`src/rtl/mem_resp_demux.sv`:
```
// Memory response demultiplexer: steers one response stream from the memory
// arbiter to the instruction cache (port 0) or the data cache (port 1).
// Each port has its own 2-entry FIFO so a stalled consumer never drops data
// and a ready consumer sustains one transfer per cycle.
module mem_resp_demux #(
   parameter int DATA_W = 128,
   parameter int ADDR_W = 32,
   parameter int DEPTH  = 2
) (
   input  logic              clk,
   input  logic              reset,
   input  logic              in_valid,
   input  logic              in_sel,
   input  logic [ADDR_W-1:0] in_addr,
   input  logic [DATA_W-1:0] in_data,
   output logic              in_ready,
   output logic              out0_valid,
   output logic [ADDR_W-1:0] out0_addr,
   output logic [DATA_W-1:0] out0_data,
   input  logic              out0_ready,
   output logic              out1_valid,
   output logic [ADDR_W-1:0] out1_addr,
   output logic [DATA_W-1:0] out1_data,
   input  logic              out1_ready,
   output logic [1:0]        out0_count,
   output logic [1:0]        out1_count
);

   localparam int PORTS = 2;

   // Per-port views of the FIFO state, gathered so the port logic can be
   // written once inside the generate loop.
   logic [PORTS-1:0] fifo_full;
   logic [PORTS-1:0] fifo_valid;
   logic [PORTS-1:0] push;
   logic [PORTS-1:0] pop;
   logic [PORTS-1:0] consumer_ready;
   logic             accept;
   logic [1:0]        fifo_count [PORTS];
   logic [ADDR_W-1:0] head_addr  [PORTS];
   logic [DATA_W-1:0] head_data  [PORTS];

   assign consumer_ready = {out1_ready, out0_ready};

   // Space is judged on the count at the start of the cycle only; a pop in
   // the same cycle does not make room for a push into a full FIFO.
   assign in_ready = in_sel ? ~fifo_full[1] : ~fifo_full[0];

   // With in_valid low this is 0 even if in_sel is unknown, so no state moves.
   assign accept = in_valid & in_ready;

   genvar gi;
   generate
      for (gi = 0; gi < PORTS; gi++) begin : g_port
         localparam logic PORT_ID = 1'(gi);

         logic [ADDR_W-1:0] addr_mem_reg [DEPTH];
         logic [DATA_W-1:0] data_mem_reg [DEPTH];
         logic              head_ptr_reg;
         logic              tail_ptr_reg;
         logic [1:0]        count_reg;
         logic [1:0]        count_next;

         assign push[gi]       = accept & (in_sel == PORT_ID);
         assign fifo_full[gi]  = (count_reg == 2'(DEPTH));
         assign fifo_valid[gi] = (count_reg != 2'd0);
         // Ready without valid is ignored.
         assign pop[gi]        = fifo_valid[gi] & consumer_ready[gi];

         // Occupancy update; push never happens when full and pop never
         // happens when empty, so the count stays within 0..2.
         always_comb begin
            count_next = count_reg;
            case ({push[gi], pop[gi]})
               2'b10:   count_next = count_reg + 2'd1;
               2'b01:   count_next = count_reg - 2'd1;
               default: count_next = count_reg;
            endcase
         end

         // Payload storage: cleared on reset, tail entry written on push.
         always_ff @(posedge clk) begin
            if (reset) begin
               for (int i = 0; i < DEPTH; i++) begin
                  addr_mem_reg[i] <= '0;
                  data_mem_reg[i] <= '0;
               end
            end else if (push[gi]) begin
               addr_mem_reg[tail_ptr_reg] <= in_addr;
               data_mem_reg[tail_ptr_reg] <= in_data;
            end
         end

         // Pointers and count; reset wins over any same-cycle push or pop.
         always_ff @(posedge clk) begin
            if (reset) begin
               head_ptr_reg <= 1'b0;
               tail_ptr_reg <= 1'b0;
               count_reg    <= 2'd0;
            end else begin
               if (push[gi]) begin
                  tail_ptr_reg <= ~tail_ptr_reg;
               end
               if (pop[gi]) begin
                  head_ptr_reg <= ~head_ptr_reg;
               end
               count_reg <= count_next;
            end
         end

         // Head is read straight from the storage registers, so a new entry
         // is only visible the cycle after it was written (no bypass).
         assign head_addr[gi]  = addr_mem_reg[head_ptr_reg];
         assign head_data[gi]  = data_mem_reg[head_ptr_reg];
         assign fifo_count[gi] = count_reg;

         // Occupancy must never exceed the FIFO depth.
         assert property (@(posedge clk) disable iff (reset)
                          count_reg <= 2'(DEPTH));
      end
   endgenerate

   assign out0_valid = fifo_valid[0];
   assign out0_addr  = head_addr[0];
   assign out0_data  = head_data[0];
   assign out0_count = fifo_count[0];

   assign out1_valid = fifo_valid[1];
   assign out1_addr  = head_addr[1];
   assign out1_data  = head_data[1];
   assign out1_count = fifo_count[1];

endmodule

```
`config.mk`:
```
export PLATFORM = sky130hd
export DESIGN_NAME = mem_resp_demux
export DESIGN_NICKNAME = d
export VERILOG_FILES = /design/src/rtl/mem_resp_demux.sv
export SDC_FILE = /design/constraint.sdc
export NUM_CORES = 1
export LEC_CHECK = 0
export ABC_CLOCK_PERIOD_IN_PS = 17600
export CORE_MARGIN = 2
export CORE_UTILIZATION = 50
export CTS_CLUSTER_SIZE = 28
export DETAILED_ROUTE_END_ITERATION = 7
export GPL_TIMING_DRIVEN = 0
export HOLD_SLACK_MARGIN = 0.08
export MAX_ROUTING_LAYER = met4
export PLACE_DENSITY = 0.77
export RECOVER_POWER = 100
export SLEW_MARGIN = 10
export SYNTH_ARGS = -nofsm -noshare
export SYNTH_HDL_FRONTEND = slang
export SYNTH_SLANG_ARGS = --single-unit
```
`constraint.sdc`:
```
create_clock -name clk -period 17.6 [get_ports clk]
set_input_delay 3.52 -clock clk [delete_from_list [all_inputs] [get_ports clk]]
set_output_delay 3.52 -clock clk [all_outputs]
set_load 0.005 [all_outputs]
```
==> reports/metrics.cfg <==
[status]
run_status = complete, but fails checks
violated_checks = capacitance limit, slew limit

[synth]
synth_ff_type = sky130_fd_sc_hd__edfxtp_1
synth_top_area_cell = sky130_fd_sc_hd__edfxtp_1
ys_types = 27
postSynthCellCount = 1761
synth.cell_area_um2 = 27950
synthArstFlopShare_pct = 0
yosysTopAreaCellShare_pct = 68.75
synth.avg_cell_area_um2 = 15.87
ys_ff_latch = 650
synth.area.top_cells = sky130_fd_sc_hd__edfxtp_1 69%, sky130_fd_sc_hd__and2_1 14%, sky130_fd_sc_hd__mux2_2 13%
synth.cells.most_frequent = 640 x sky130_fd_sc_hd__and2_1, 640 x sky130_fd_sc_hd__edfxtp_1, 320 x sky130_fd_sc_hd__mux2_2
synth_net_count = 1929
synth_enable_flop_cells = 640
ys.warnings.count = 0
ys_seq_area_share_pct = 69.47

[worst_setup_path]
timing.setup.critical_path_class = in -> reg
reg2regPathDepth = 7
reg2reg_to = g_port[1].data_mem_reg[1][69]$_SDFFCE_PN0P_
cpMostUsedCell = sky130_fd_sc_hd__clkbuf_1
critPathCaptureType = flop
critical_path.startpoint_type = input port
worstReg2RegStart = out1_count[0]$_SDFFE_PP0P_
critical_path.max_fanout = 22
critical_path_arrival_ns = 10.59
worst_path_max_delay_cell = sky130_fd_sc_hd__o21ai_0
crit_required_ns = 17.78
worstPathCellList = dlygate4sd3_1 > nand2_2 > or2_0 > o21ai_0 > clkbuf_1 > clkbuf_1 > clkbuf_1 > clkbuf_1
critical_path_max_stage_delay_ns = 1.97
critPathBufInv = 5
worst-r2r-setup-slack_ns = 10.22
cp_top_family = buffers and inverters

[place]
dp.final_hpwl_mm = 50.97
placed_cells_incl_taps = 3031
count_of_buffers_inserted_at_the_top_level_ports = 492
globalplace.congestion = 0.8110

[routing]
drc = 0
routed-via-count = 16434
drt_iter0_markers = 1006
wl_per_cell_um = 22.81
antenna_left = 0
via_per_inst = 5.178
detailedRoute.firstPassIterationCount = 5
finalWirelength_mm = 72.39

[clock_tree]
clk-insertion-delay-late_ns = 0.61
cts_inserted_buffers = 69
tritoncts_num_sinks = 650
buffer_cell_driving_the_clock_tree_root = sky130_fd_sc_hd__clkbuf_16
tritoncts = built
htree_num_levels = 3
clkSlewWorstSetupHoldPaths_ns = 0.06
postCtsHoldBufs = 0
cts_buffer_depth = 3
postCtsSetupRepairBufs = 0
cts_repair_resize_count = 0

[timing]
fin_crit_ns = 10.41
finalClockSkew_ns = 0.01940
achievable-frequency_mhz = 96.08
slew_violations = 246
worst-slew-pin-transition_ns = 2.808
count_of_endpoints_failing_hold_in_the_final_timing_report = 0
timing.final.setup_violations = 0
min_period_over_period_pct = 59.14
rsz0062_at_grt = false
max-slew-margin-rel_pct = -89.18

[pwr]
power.density_cell_area_nw_per_um2 = 122.1
ir_drop_mv = 0.08176
total_leakage_power_nw = 13.39
power.total_mw = 4.400

[cells_and_area]
final_net_count = 2522
drive_gt1_share_pct = 15.77
filler_cell_count = 3920
largest_reg_flops = 512
instances_no_fill = 3174
area_growth_pct = 28.91

[floorplan]
floorplan.die_area_um2 = 57810
fp.dieW_um = 240.4
design.portCount = 493
die_h_um = 240.4
initial_core_util_pct = 50.64
placementRows = 86
design.core.area_um2 = 55200

[global_routing]
grt_util_overall_pct = 25.66
grt_pass1_wl_mm = 105.8
pin_count_of_the_biggest_net_entering_global_routing = 25
overflow = 0
grt_pass1_vias = 17407
antenna_found_initial = 18

[min_path]
worst_hold_path.num_cells = 2
min_path_type = reg -> reg
hold_path.startpoint = g_port[0].head_ptr_reg$_SDFFE_PP0P_

[job]
cap_violations = 14

## worst min-delay path: stages, from the launching register on
cell,delay (ns)
sky130_fd_sc_hd__dfxtp_1,0.33
sky130_fd_sc_hd__xnor2_1,0.09
sky130_fd_sc_hd__nor2_1,0.08
## power by group
| group | leakage [nW] | internal, mW | total [mW] | switching [mW] |
|---|---|---|---|---|
| clock network | 1.12 | 0.882 | 1.48 | 0.595 |
| logic | 5.47 | 0.554 | 1.04 | 0.487 |
| registers | 6.79 | 1.85 | 1.88 | 0.0359 |
## final cells by class
cell class                      count  area, µm²  share of cell area [%]
Inverter                            3      11.26                 0.03125
Multi-Input combinational cell   1003       7893                   21.90
Buffer                            105      394.1                   1.094
Timing Repair Buffer              522       5037                   13.98
Clock inverter                     42      455.4                   1.264
Clock buffer                       84       1847                   5.125
Sequential cell                   650      19420                   53.89
Antenna cell                       17      42.54                  0.1181
Tap cell                          748      935.9                   2.597
## logic make-up (layout without fill, tap and decap cells)
logic type                 after synthesis  count (layout)  share of synthesized area, %
and+or+nand+nor                        662             662                         15.00
DFF                                    650             650                         69.47
muxes                                  321             321                         12.93
buffers and inverters                  108             756                         2.072
AOI/OAI and AO/OA                       12              12                        0.2506
xor gates and xnor gates                 6               6                        0.1880
adders and majority gates                2               2                       0.08951
other                                    0              17                             0
## layer usage
| metal | GRT usage [%] | part of all wire, % |
|---|---|---|
| met1 | 29.33 | 38 |
| met2 | 42.86 | 50 |
| met3 | 8.749 | 9.4 |
| met4 | 7.472 | 2.3 |
| met5 | - | 0 |
## metrics by stage
| stage | instance area (µm²) | hold slack, ns | util, % | TNS, ns | setup WS (ns) |
|---|---|---|---|---|---|
| after global routing | 36030 | 0.5474 | 65.28 | 0 | 6.789 |
| final | 36030 | 0.5282 | 65.28 | 0 | 7.192 |
| after CTS | 36850 | 0.5266 | 66.76 | 0 | 8.987 |
| after floorplan | 27950 | 0.4809 | - | 0 | 1.492 |
| after global placement | 33810 | 0.4960 | 61.26 | -4698.59 | -7.735 |
| after detailed placement | 34550 | 0.5103 | 62.59 | 0 | 9.011 |
## how the worst max path moves through the flow
stage          slack, ns  startpoint  depth (start not counted)                                           to
6_report            7.19      in_sel                          8  g_port[1].data_mem_reg[1][69]$_SDFFCE_PN0P_
5_1_grt             6.79      in_sel                          8  g_port[1].data_mem_reg[1][69]$_SDFFCE_PN0P_
4_1_cts             8.99      in_sel                          3                                     in_ready
3_5_place_dp        9.01      in_sel                          3                                     in_ready
3_3_place_gp       -7.74      in_sel                          4  g_port[1].data_mem_reg[1][57]$_SDFFCE_PN0P_
2_1_floorplan       1.49      in_sel                          2   g_port[0].addr_mem_reg[0][0]$_SDFFCE_PN0P_
## layout by cell type, fill, tap and decap left out, types with 3 or more instances in the layout
cell type and n:
sky130_fd_sc_hd__diode_2 17, sky130_fd_sc_hd__clkdlybuf4s50_1 228, sky130_fd_sc_hd__and2_0 389, sky130_fd_sc_hd__mux2_2 275, sky130_fd_sc_hd__and2_1 251, sky130_fd_sc_hd__nor2_1 8
sky130_fd_sc_hd__nor4_1 3, sky130_fd_sc_hd__clkinv_8 3, sky130_fd_sc_hd__xnor2_1 4, sky130_fd_sc_hd__o21ai_0 6, sky130_fd_sc_hd__clkbuf_1 147, sky130_fd_sc_hd__mux2_1 45
sky130_fd_sc_hd__clkbuf_16 72, sky130_fd_sc_hd__clkinv_1 15, sky130_fd_sc_hd__bufinv_16 9, sky130_fd_sc_hd__dlygate4sd3_1 264, sky130_fd_sc_hd__inv_1 3, sky130_fd_sc_hd__edfxtp_1 640
sky130_fd_sc_hd__clkinv_2 13, sky130_fd_sc_hd__dfxtp_1 10
Power figures use the tool's default switching activity.
